File: config.mk
export PLATFORM = sky130hd
export DESIGN_NAME = seg_scan_ctrl
export DESIGN_NICKNAME = d
export VERILOG_FILES = /design/src/rtl/seg_pkg.sv /design/src/rtl/hex_seg_lut.sv /design/src/rtl/seg_scan_ctrl.sv
export SDC_FILE = /design/constraint.sdc
export NUM_CORES = 1
export LEC_CHECK = 0
export CAP_MARGIN = 40
export CORE_MARGIN = 5
export CORE_UTILIZATION = 54
export DETAILED_ROUTE_END_ITERATION = 6
export PLACE_DENSITY_LB_ADDON = 0.3
export SLEW_MARGIN = 10
export SYNTH_ARGS = -nofsm -noshare
export SYNTH_HDL_FRONTEND = slang
export SYNTH_HIERARCHICAL = 1
export SYNTH_SLANG_ARGS = --single-unit
File: constraint.sdc
create_clock -name clk -period 3.2 [get_ports clk]
set_input_delay 0.64 -clock clk [delete_from_list [all_inputs] [get_ports clk]]
set_output_delay 0.64 -clock clk [all_outputs]
set_load 0.01 [all_outputs]
File: src/rtl/seg_pkg.sv
// rtl/seg_pkg.sv - shared widths, scan state and hex-to-segment table for seg_scan_ctrl
package seg_pkg;

  localparam int SEG_W    = 7;
  localparam int NIBBLE_W = 4;

  typedef enum logic {
    BLANK = 1'b0,
    DRIVE = 1'b1
  } scan_state_t;

  // Active-high patterns {a,b,c,d,e,f,g}, a = bit 6, indexed by nibble 0..F.
  localparam logic [SEG_W-1:0] SEG_TABLE [16] = '{
    7'h7E, 7'h30, 7'h6D, 7'h79, 7'h33, 7'h5B, 7'h5F, 7'h70,
    7'h7F, 7'h7B, 7'h77, 7'h1F, 7'h4E, 7'h3D, 7'h4F, 7'h47
  };

endpackage

File: src/rtl/hex_seg_lut.sv
// rtl/hex_seg_lut.sv - combinational nibble to active-high 7-segment pattern
module hex_seg_lut
  import seg_pkg::*;
(
  input  logic [NIBBLE_W-1:0] nibble,
  output logic [SEG_W-1:0]    pattern
);

  assign pattern = SEG_TABLE[nibble];

endmodule

File: src/rtl/seg_scan_ctrl.sv
// rtl/seg_scan_ctrl.sv - multiplexed common-anode 7-segment scan controller
// Optional leading-zero suppression: SEG_LEADING_ZERO_BLANK_EN
module seg_scan_ctrl
  import seg_pkg::*;
#(
  parameter int NUM_DIGITS = 4,
  parameter int TICK_DIV   = 100000,
  parameter int BLANK_CYC  = 200
) (
  input  logic                           clk,
  input  logic                           rst_n,
  input  logic                           en_i,
  input  logic [NIBBLE_W*NUM_DIGITS-1:0] value_i,
  input  logic                           load_i,
  input  logic [NUM_DIGITS-1:0]          dp_i,
  output logic                           busy_o,
  output logic [NUM_DIGITS-1:0]          an_o,
  output logic [SEG_W-1:0]               seg_o,
  output logic                           dp_o
);

  localparam int IDX_W = (NUM_DIGITS > 1) ? $clog2(NUM_DIGITS) : 1;
  localparam int CNT_W = $clog2(TICK_DIV);
  localparam logic [IDX_W-1:0] LAST_IDX  = IDX_W'(NUM_DIGITS - 1);
  localparam logic [CNT_W-1:0] LAST_CNT  = CNT_W'(TICK_DIV - 1);
  localparam logic [CNT_W-1:0] BLANK_END = CNT_W'((BLANK_CYC > 0) ? BLANK_CYC - 1 : 0);

  scan_state_t                    state;
  logic [CNT_W-1:0]               cnt;
  logic [IDX_W-1:0]               idx;
  logic [NIBBLE_W*NUM_DIGITS-1:0] disp;
  logic [NIBBLE_W*NUM_DIGITS-1:0] shadow;
  logic                           busy;
  logic                           en_q;

  scan_state_t         cur_state;
  logic [CNT_W-1:0]    cur_cnt;
  logic                restart;
  logic                slot_end;
  logic                blank_end;
  logic                wrap;
  logic [NIBBLE_W-1:0] nibble;
  logic                dp_sel;
  logic                show_sel;
  logic                show;
  logic [SEG_W-1:0]    pattern;

  // The first enabled cycle after a pause behaves as slot start, so registers can simply hold while disabled.
  assign restart   = en_i & ~en_q;
  assign cur_state = restart ? BLANK : state;
  assign cur_cnt   = restart ? '0 : cnt;
  assign slot_end  = (cur_cnt == LAST_CNT);
  assign blank_end = (BLANK_CYC == 0) || (cur_cnt == BLANK_END);
  assign wrap      = en_i && (cur_state == DRIVE) && slot_end && (idx == LAST_IDX);
  assign busy_o    = busy;

  always_comb begin
    logic zero_above;
    nibble     = '0;
    dp_sel     = 1'b0;
    show_sel   = 1'b1;
    zero_above = 1'b1;
    for (int i = NUM_DIGITS - 1; i >= 0; i--) begin
      zero_above = zero_above && (disp[i*NIBBLE_W +: NIBBLE_W] == '0);
      if (idx == IDX_W'(i)) begin
        nibble   = disp[i*NIBBLE_W +: NIBBLE_W];
        dp_sel   = dp_i[i];
        show_sel = (i == 0) || !zero_above || dp_i[i];
      end
    end
  end

`ifdef SEG_LEADING_ZERO_BLANK_EN
  assign show = show_sel;
`else
  assign show = 1'b1;
`endif

  hex_seg_lut u_lut (
    .nibble  (nibble),
    .pattern (pattern)
  );

  always_ff @(posedge clk or negedge rst_n) begin
    if (!rst_n) begin
      state  <= BLANK;
      cnt    <= '0;
      idx    <= '0;
      disp   <= '0;
      shadow <= '0;
      busy   <= 1'b0;
      en_q   <= 1'b0;
      an_o   <= '1;
      seg_o  <= '1;
      dp_o   <= 1'b1;
    end else begin
      en_q <= en_i;
      if (load_i) begin
        shadow <= value_i;
        busy   <= 1'b1;
      end
      // Commit only at frame boundary; a coincident load stays pending for the next frame.
      if (wrap) begin
        disp <= shadow;
        if (!load_i) busy <= 1'b0;
      end
      if (en_i) begin
        cnt <= slot_end ? '0 : cur_cnt + CNT_W'(1);
        unique case (cur_state)
          BLANK: state <= blank_end ? DRIVE : BLANK;
          DRIVE: begin
            if (slot_end) begin
              idx   <= (idx == LAST_IDX) ? '0 : idx + IDX_W'(1);
              state <= (BLANK_CYC == 0) ? DRIVE : BLANK;
            end else begin
              state <= DRIVE;
            end
          end
        endcase
        if ((cur_state == DRIVE) && show) begin
          an_o  <= ~(NUM_DIGITS'(1) << idx);
          seg_o <= ~pattern;
          dp_o  <= ~dp_sel;
        end else begin
          an_o  <= '1;
          seg_o <= '1;
          dp_o  <= 1'b1;
        end
      end else begin
        an_o  <= '1;
        seg_o <= '1;
        dp_o  <= 1'b1;
      end
    end
  end

endmodule

; ---- Word level (Yosys, flattened, before mapping)
; Memories as Yosys holds them, arrays and structs flattened.
; Index checks and enable logic that the tools add are counted.
[word_totals]
elab_cells = 58
memories = 1
out_inout_bits = 13
reg_bits = 66
mem_bits_ro = 112
[op_classes]
shifts = 1
muxes = 26
eq_ne = 5
reduce_logical = 5
add_sub_neg = 2
n_bitwise = 7
order_cmp = 1
[memory_table]
columns = memory, depth, width, read_ports, rd_clocked_by_memory_dff, write_ports, line_no
row1 = (name not given), 16, 7, 1, 0, 0, hex_seg_lut.sv:9  ; assign pattern = SEG_TABLE[nibble];
[op_table]
columns = operator, count
row1 = two-way mux 17 bit, 2
row2 = two-way mux 7 bit, 4
row3 = two-way mux 4 bit, 6
row4 = "adder 17 x 1 -> 17 bit, second input constant", 1
row5 = "equality test 17 bit, second input constant", 1
row6 = "equality test 17 x 8 -> 1 bit, second input constant", 1
row7 = two-way mux 1 bit, 12
row8 = NOT 7 bit, 1
row9 = ">= comparator 5 bit, second input constant", 1
row10 = NOT 4 -> 5 bit, 1
row11 = "equality test 2 bit, second input constant", 2
row12 = NOT 4 bit, 1
row13 = "left shift 1 x 2 -> 4 bit, first input constant", 1
row14 = logical AND 1 bit, 3
row15 = NOT 1 bit, 3
row16 = AND reduction 3 bit, 1
row17 = "adder 2 x 1 -> 2 bit, second input constant", 1
row18 = "equality test 2 x 1 -> 1 bit, second input constant", 1
row19 = zero test 2 bit, 1
row20 = two-way mux 2 bit, 1
row21 = case mux 1 bit (2 select lines), 1
row22 = bitwise AND 1 bit, 1

; ---- Logic depth before layout (Yosys ltp)
; Gate-level depths: netlist of the first run.
[logic_depth]
ltp_word = 12
depth_mapped = 10
depth_no_buf = 10

; ---- By module
; The synthesis of the first run kept the hierarchy.
[modules_own_cells]
columns = mod, seq_area_each_um2, cells_each, area_per_inst_um2, n_inst
row1 = seg_scan_ctrl, 1666.6, 271, 3076.7, 1
row2 = hex_seg_lut, 0.0, 33, 287.8, 1

; ---- Least setup slack after synthesis of the first run
; OpenSTA, ideal clock, no wires.
[synth_timing]
kind = register to register
startpoint = register idx[0]
endpoint = register seg_o[3]
required_time_ps = 3137
arrival_time_ps = 2499
stages_incl_launch_ff = 10
path_slack_ps = 638
path_buffers = 0
setup_ps = 63
cell_sequence = dfrtp_1 -> inv_1 -> ha_1 -> nor2b_1 -> a221oi_1 -> o31ai_1 -> inv_1 -> ha_1 -> mux4_1 -> nand2_1
[synth_between]
elab_chain_len = 12
elab_cells_between_ends = 15
[synth_lines]
columns = element, line_no
row1 = "start, declared", seg_scan_ctrl.sv:30  ; logic [IDX_W-1:0] idx;
row2 = "start signal, assigned", seg_scan_ctrl.sv:113  ; idx <= (idx == LAST_IDX) ? '0 : idx + IDX_W'(1);
row3 = equality test 2 bit, seg_scan_ctrl.sv:65  ; if (idx == IDX_W'(i)) begin
row4 = two-way mux 4 bit (3 in a row), seg_scan_ctrl.sv:65
row5 = two-way mux 4 bit *, seg_scan_ctrl.sv:65
row6 = net nibble[1], seg_scan_ctrl.sv:42  ; logic [NIBBLE_W-1:0] nibble;
row7 = NOT 4 -> 5 bit (not written as such) *, hex_seg_lut.sv:9
row8 = memory (16 x 7 bit) *, --
row9 = two-way mux 7 bit (not written as such) * (2 in a row), hex_seg_lut.sv:9
row10 = net pattern[3], seg_scan_ctrl.sv:46  ; logic [SEG_W-1:0] pattern;
row11 = NOT 7 bit *, seg_scan_ctrl.sv:122  ; seg_o <= ~pattern;
row12 = two-way mux 7 bit *, seg_scan_ctrl.sv:120  ; if ((cur_state == DRIVE) && show) begin
row13 = two-way mux 7 bit *, seg_scan_ctrl.sv:107  ; if (en_i) begin
row14 = "end signal, assigned", seg_scan_ctrl.sv:122
row15 = "end, declared", seg_scan_ctrl.sv:18  ; output logic [SEG_W-1:0] seg_o,
; The timed path passes the listed nets; every way through them passes the cells marked *. The select of a mux whose other input is x is not followed.
; A chain may end at the register's enable or synchronous reset.

; ---- Final worst setup path of the first run
[layout_timing]
startpoint = input port en_i
endpoint = register cnt[14]
[layout_between]
elab_chain_len = 4
elab_cells_between_ends = 5
[layout_lines]
columns = element, line_no
row1 = "start, declared", seg_scan_ctrl.sv:12  ; input logic en_i,
row2 = bitwise AND 1 bit, seg_scan_ctrl.sv:49  ; assign restart = en_i & ~en_q;
row3 = two-way mux 17 bit, seg_scan_ctrl.sv:51  ; assign cur_cnt = restart ? '0 : cnt;
row4 = adder 17 x 1 -> 17 bit / equality test 17 bit (equally long branches), "seg_scan_ctrl.sv:108, seg_scan_ctrl.sv:52"
row5 = two-way mux 17 bit, seg_scan_ctrl.sv:108  ; cnt <= slot_end ? '0 : cur_cnt + CNT_W'(1);
row6 = "end signal, assigned", seg_scan_ctrl.sv:108
row7 = "end, declared", seg_scan_ctrl.sv:29  ; logic [CNT_W-1:0] cnt;
; Parallel ways exist; a longest one is shown, timed or not.

==> results.cfg, run 1 <==
[sta]
post-route-min-period_ps = 2790
fmax_mhz = 358
timing.final.ws_setup_ps = 406
slew-limit-headroom_pct = 45.8
setup_viol_count_final = 0
grt_setup_unrepaired = false
worstMarginPinSlew_ps = 806
fin_tns_setup_ps = 0
finalMaxSlewViolations = 0
min_period_over_period_pct = 87.3
skew_ps = 8.47
finalHoldViolCount = 0

[yosys]
yosys-top-cells-count = dfrtp_1 (54), nand2_1 (38), mux2_2 (28)
synth_edf_count = 0
synth.distinct_cells = 56
synth_top_cell_by_area = dfrtp_1
seq_area_frac_synth_pct = 49.5
synth_nets = 340
syn_area_mm2 = 0.00336
ys_async_sr_fraction_pct = 100
ys_warn_count = 6
synth-main-ff-cell = dfrtp_1
syn-mean-instance-area_um2 = 11.1
yosys_register_bits = 66
syn_inst = 304
synth_most_common_cell = dfrtp_1
synth_top_area_share_pct = 40.2
synthTopCellsByArea = dfrtp_1 (40%), dfstp_2 (9.4%), mux2_2 (9.4%)

[die]
die_area_mm2 = 0.00791
initial_utilization_pct = 56.2
dieWidth_um = 88.9
rows = 28
die_h_um = 88.9
coreArea_mm2 = 0.00599
ioPinCount = 37

[route]
via_per_inst = 5.93
drcViolationCount = 0
wl_per_cell_um = 17.2
drtIter0Drc = 141
num_vias = 2551
dr.pass1.iters = 4
drtAntennaViolNets = 0
routed_wl_um = 7400

[cts]
cts_buffers = 9
ctsResizeCount = 0
clkTransAtPathRegs_ps = 80
clockRootBuffer = clkbuf_8
cts_sinks = 66
cts_htree_levels = 3
post_cts_buffers = 0
cts_hold_buf = 0
cts_tree = done
clk_path_buf_depth = 2
clock_latency_ps = 340

[cells_and_area]
drive_above_1_share_pct = 20.3
syn_to_final_growth_pct = 20.5
final_cell_area_mm2 = 0.00405
antennaDiodeCount = 0
fill_cells = 444
finalNetCount = 386

[worst_setup_path]
path_cells = clkdlybuf4s50_1 -> nand2b_1 -> and2_1 -> ha_1 -> buf_4 -> nand3_1 -> nor4_1 -> a31oi_1 -> a221o_1
criticalPathCategory = input pin to register
critPathMaxStageDelay_ps = 750
cp_max_fo = 6
cp_data_arrival_time_ps = 3020
endpoint_kind = register
critPathRequiredTime_ps = 3420
critPathLaunchType = input pin
cpMaxStageDelayCell = nor4_1

[pwr]
p_per_area_mw_per_mm2 = 461
cellLeakagePower_nw = 1.68
max-vdd-ir-drop_mv = 0.325

[placement]
place_hpwl_um = 5300
place_area_mm2 = 0.00384
place.gp.congestion = 0.929
post-place-ws_ps = 74.7
io_buffer_count = 36

[grt]
grt_pass1_wl_um = 12800
grt_max_degree = 26
first_global_vias = 2618
antenna_found_initial = 0
overflow = 0
grtUsageTotal_pct = 21.2

[flow_run]
drv_cap = 0

[worst_hold_path]
hp-class = input pin to async pin

[outcome]
status = finished, final reports clean
placed cells by master (no fill, tap or decap), types with 7 or more instances in the layout:
cell | Yosys | layout
nor2b_1 | 10 | 10
nand3_1 | 7 | 7
nand2_1 | 38 | 38
buf_4 | 0 | 14
clkbuf_8 | 0 | 9
ha_1 | 12 | 12
mux2_1 | 9 | 9
nor2_1 | 7 | 7
clkdlybuf4s50_1 | 0 | 35
a21oi_1 | 7 | 7
dfstp_2 | 12 | 12
o31ai_1 | 8 | 8
inv_1 | 14 | 14
dfrtp_1 | 54 | 54
mux2_2 | 28 | 28
nor3_1 | 8 | 8
flip-flops by register name (all words and copies together), names as in the netlist:
signal  cells
an_o        4
busy_o      1
cnt        17
disp       16
dp_o        1
en_q        1
idx         2
seg_o       7
shadow     16
state       1
critical path: cells and delay by family:
| family | cells | cell delay, ps |
|---|---|---|
| fa+ha+maj | 1 | 160 |
| simple gates | 4 | 1220 |
| compound gates | 2 | 460 |
| buf+inv | 2 | 540 |
power by group:
| group | leakage (nW) | internal, W | switching (W) |
|---|---|---|---|
| combinational | 0.756 | 0.0000843 | 0.0000795 |
| sequential | 0.825 | 0.000882 | 0.0000583 |
| clock | 0.103 | 0.000437 | 0.000326 |
| total | 1.68 | 0.00140 | 0.000464 |
layer usage:
layer / GRT usage (%) / up-vias / part of all wire, %
met4: 7.85 / 0 / 1.4
li1: - / 1206 / -
met1: 27.5 / 1244 / 42
met5: 0 / - / 0
met2: 34.2 / 91 / 49
met3: 5.99 / 10 / 6.9
cells by family (layout without fill, tap and decap cells):
family / count (synthesis) / after routing / synth area share [%]
AO/OA/AOI/OAI: 53 / 53 / 11.9
AND/OR/NAND/NOR: 101 / 101 / 15.6
flip-flops: 66 / 66 / 49.5
buffers and inverters: 30 / 81 / 4.13
multiplexers: 42 / 42 / 14.4
adder cells (fa/ha/maj): 12 / 12 / 4.46
path summary, 6_finish.rpt:
check / start / slack, ps / to / cells past startpoint
setup / recovery: en_i / 410 / cnt[14] / 9
hold / removal: rst_n / 280 / disp[10] / 1
setup reg to reg: idx[0] / 440 / seg_o[3] / 12
hold reg to reg: shadow[7] / 480 / disp[7] / 1
max in group asynchronous: rst_n / 2180 / an_o[3] / 2
min in group clk: shadow[7] / 480 / disp[7] / 1
cell type report:
class | instances | area [um^2] | area share, %
inverter | 15 | 56.3 | 1.39
timing repair buffer | 50 | 460 | 11.4
clock buffer | 9 | 124 | 3.06
multi-input combinational | 208 | 1560 | 38.5
clock inverter | 7 | 92.6 | 2.28
tap | 75 | 93.8 | 2.32
sequential | 66 | 1670 | 41.1
per-stage QoR:
stage | hold slack [ps] | utilization [%] | power (W) | cells
floorplan | 344 | - | 0.00103 | 304
detailed placement | 472 | 64.0 | 0.00112 | 414
global placement | 471 | 64.0 | 0.00111 | 414
CTS | 284 | 67.6 | 0.00189 | 430
global route | 302 | 67.6 | 0.00196 | 430
finish | 277 | 67.6 | 0.00187 | 430
Power figures use the tool's default switching activity.
==> run 2, diff against run 1 <==
CORE_UTILIZATION = 56   (was 54)
SKIP_CTS_REPAIR_TIMING = 1   (was default)
==> results.cfg, run 2 (synthesis gave the netlist of run 1 again) <==
[pwr]
switching_share_pct = 24.1
seq_power_share_pct = 49.5
switchingPower_w = 0.000459
p_per_area_mw_per_mm2 = 469
cellLeakagePower_nw = 1.70
p_clk_share_pct = 42.1
comb_power_share_pct = 8.5
max-vdd-ir-drop_mv = 0.278
p_int_w = 0.00145

[route]
drcViolationCount = 0
wl_per_cell_um = 16.5
num_vias = 2516
via_per_inst = 5.85
drtAntennaViolNets = 0
routed_wl_um = 7070
drtIter0Drc = 170
dr.pass1.iters = 4

[worst_setup_path]
critPathMaxStageDelay_ps = 490
critPathLaunchType = register
criticalPathCategory = register to register
path_cells = inv_1 -> ha_1 -> nor2b_1 -> buf_4 -> a221oi_1 -> o31ai_1 -> buf_4 -> inv_1 -> ha_1 -> inv_1 -> mux4_1 -> nand2_1
cp_max_fo = 7
endpoint_kind = register
cpMaxStageDelayCell = mux4_1
cp_data_arrival_time_ps = 3030
path_common_cell = inv_1
critPathRequiredTime_ps = 3490

[grt]
first_global_vias = 2480
grtUsageTotal_pct = 20.0
grt_pass1_wl_um = 11900
antenna_found_initial = 0
overflow = 0
grt_max_degree = 67

[cells_and_area]
antennaDiodeCount = 0
final_cell_mix = dfrtp_1 (54), nand2_1 (38), clkdlybuf4s50_1 (35)
syn_to_final_growth_pct = 20.8
final_common_cell = dfrtp_1
finalNetCount = 386
largest_reg_flops = 17
reg.largest.list = cnt (17), disp (16), shadow (16)
final_core_util_pct = 69.1
fill_cells = 438
drive_above_1_share_pct = 20.3
multi_input_area_mm2 = 0.00156
regArea_mm2 = 0.00167
regMostFlops = cnt

[die]
ioPinCount = 37
die_area_mm2 = 0.00766
die_h_um = 87.5
initial_utilization_pct = 57.2
coreArea_mm2 = 0.00589
dieWidth_um = 87.5
rows = 28

[cts]
clockRootBuffer = clkbuf_8
clkTransAtPathRegs_ps = 70
cts_sinks = 66
clk_path_buf_depth = 2
cts_htree_levels = 3
cts_tree = done
clock_latency_ps = 340
cts_buffers = 9

[sta]
finalMaxSlewViolations = 0
worstMarginPinSlew_ps = 818
grt_setup_unrepaired = false
fin_tns_setup_ps = 0
skew_ps = 5.86
finalHoldViolCount = 0
fmax_mhz = 365
slew-limit-headroom_pct = 45.4
min_period_over_period_pct = 85.6
setup_viol_count_final = 0
post-route-min-period_ps = 2740

[worst_hold_path]
hp-class = input pin to async pin

[outcome]
status = finished, final reports clean

[placement]
io_buffer_count = 36
place.gp.congestion = 0.906
place_hpwl_um = 4900

[flow_run]
drv_cap = 0
run 2: changes by cell type in the layout (fill, tap and decap cells not counted), sizes merged:
| cell | previous run | this run |
|---|---|---|
| clkbuf | 9 | 12 |
| clkinvlp | 2 | 0 |
| inv | 15 | 14 |
run 2: critical path: cells and delay by family (launching register included):
kind | cells | cell delay [ps]
AOI/OAI and AO/OA | 2 | 420
and+or+nand+nor | 2 | 170
DFF | 1 | 430
adders and majority gates | 2 | 570
buffers and inverters | 5 | 590
muxes | 1 | 490
run 2: metrics by stage:
stage                     std cells  hold slack, ps  area, um^2  worst slack (ps)  total power, W
after floorplan                 304             344        3360               638         0.00103
after global placement          414             463        3840               293         0.00111
after detailed placement        414             473        3840               239         0.00111
after CTS                       430             490        4070               438         0.00192
after global routing            430             503        4070               262         0.00198
final                           430             474        4070               461         0.00190
run 2: final cells by class:
class / instances / share of cell area [%]
inverter: 15 / 1.39
clock inverter: 4 / 1.82
clock buffer: 12 / 3.82
multi-input combinational: 208 / 38.4
sequential: 66 / 41.0
tap: 75 / 2.31
timing repair buffer: 50 / 11.3
run 2: worst paths after layout:
kind	depth (start not counted)	slack (ps)	endpoint	from
max	12	460	seg_o[3]	idx[0]
min	2	470	cnt[4]	rst_n
max reg2reg	12	460	seg_o[3]	idx[0]
min reg2reg	1	480	busy_o	busy_o
max in group asynchronous	2	2190	cnt[12]	rst_n
min in group clk	1	480	busy_o	busy_o
run 2: routing by layer:
metal  global-route usage [%]  vias to the layer above  wire [um]
li1                         -                     1203          -
met1                     26.8                     1222       3150
met2                     31.2                       79       3400
met3                     3.88                       12        395
met4                     9.90                        0        123
met5                        0                        -          0
run 2: power by group through the flow:
stage                     logic (W)  registers (W)  clock network (W)
after detailed placement   0.000162       0.000953                  0
final                      0.000161       0.000943           0.000801
after CTS                  0.000162       0.000940           0.000814
after floorplan           0.0000999       0.000932                  0
after global routing       0.000179       0.000949           0.000855
after global placement     0.000156       0.000951                  0
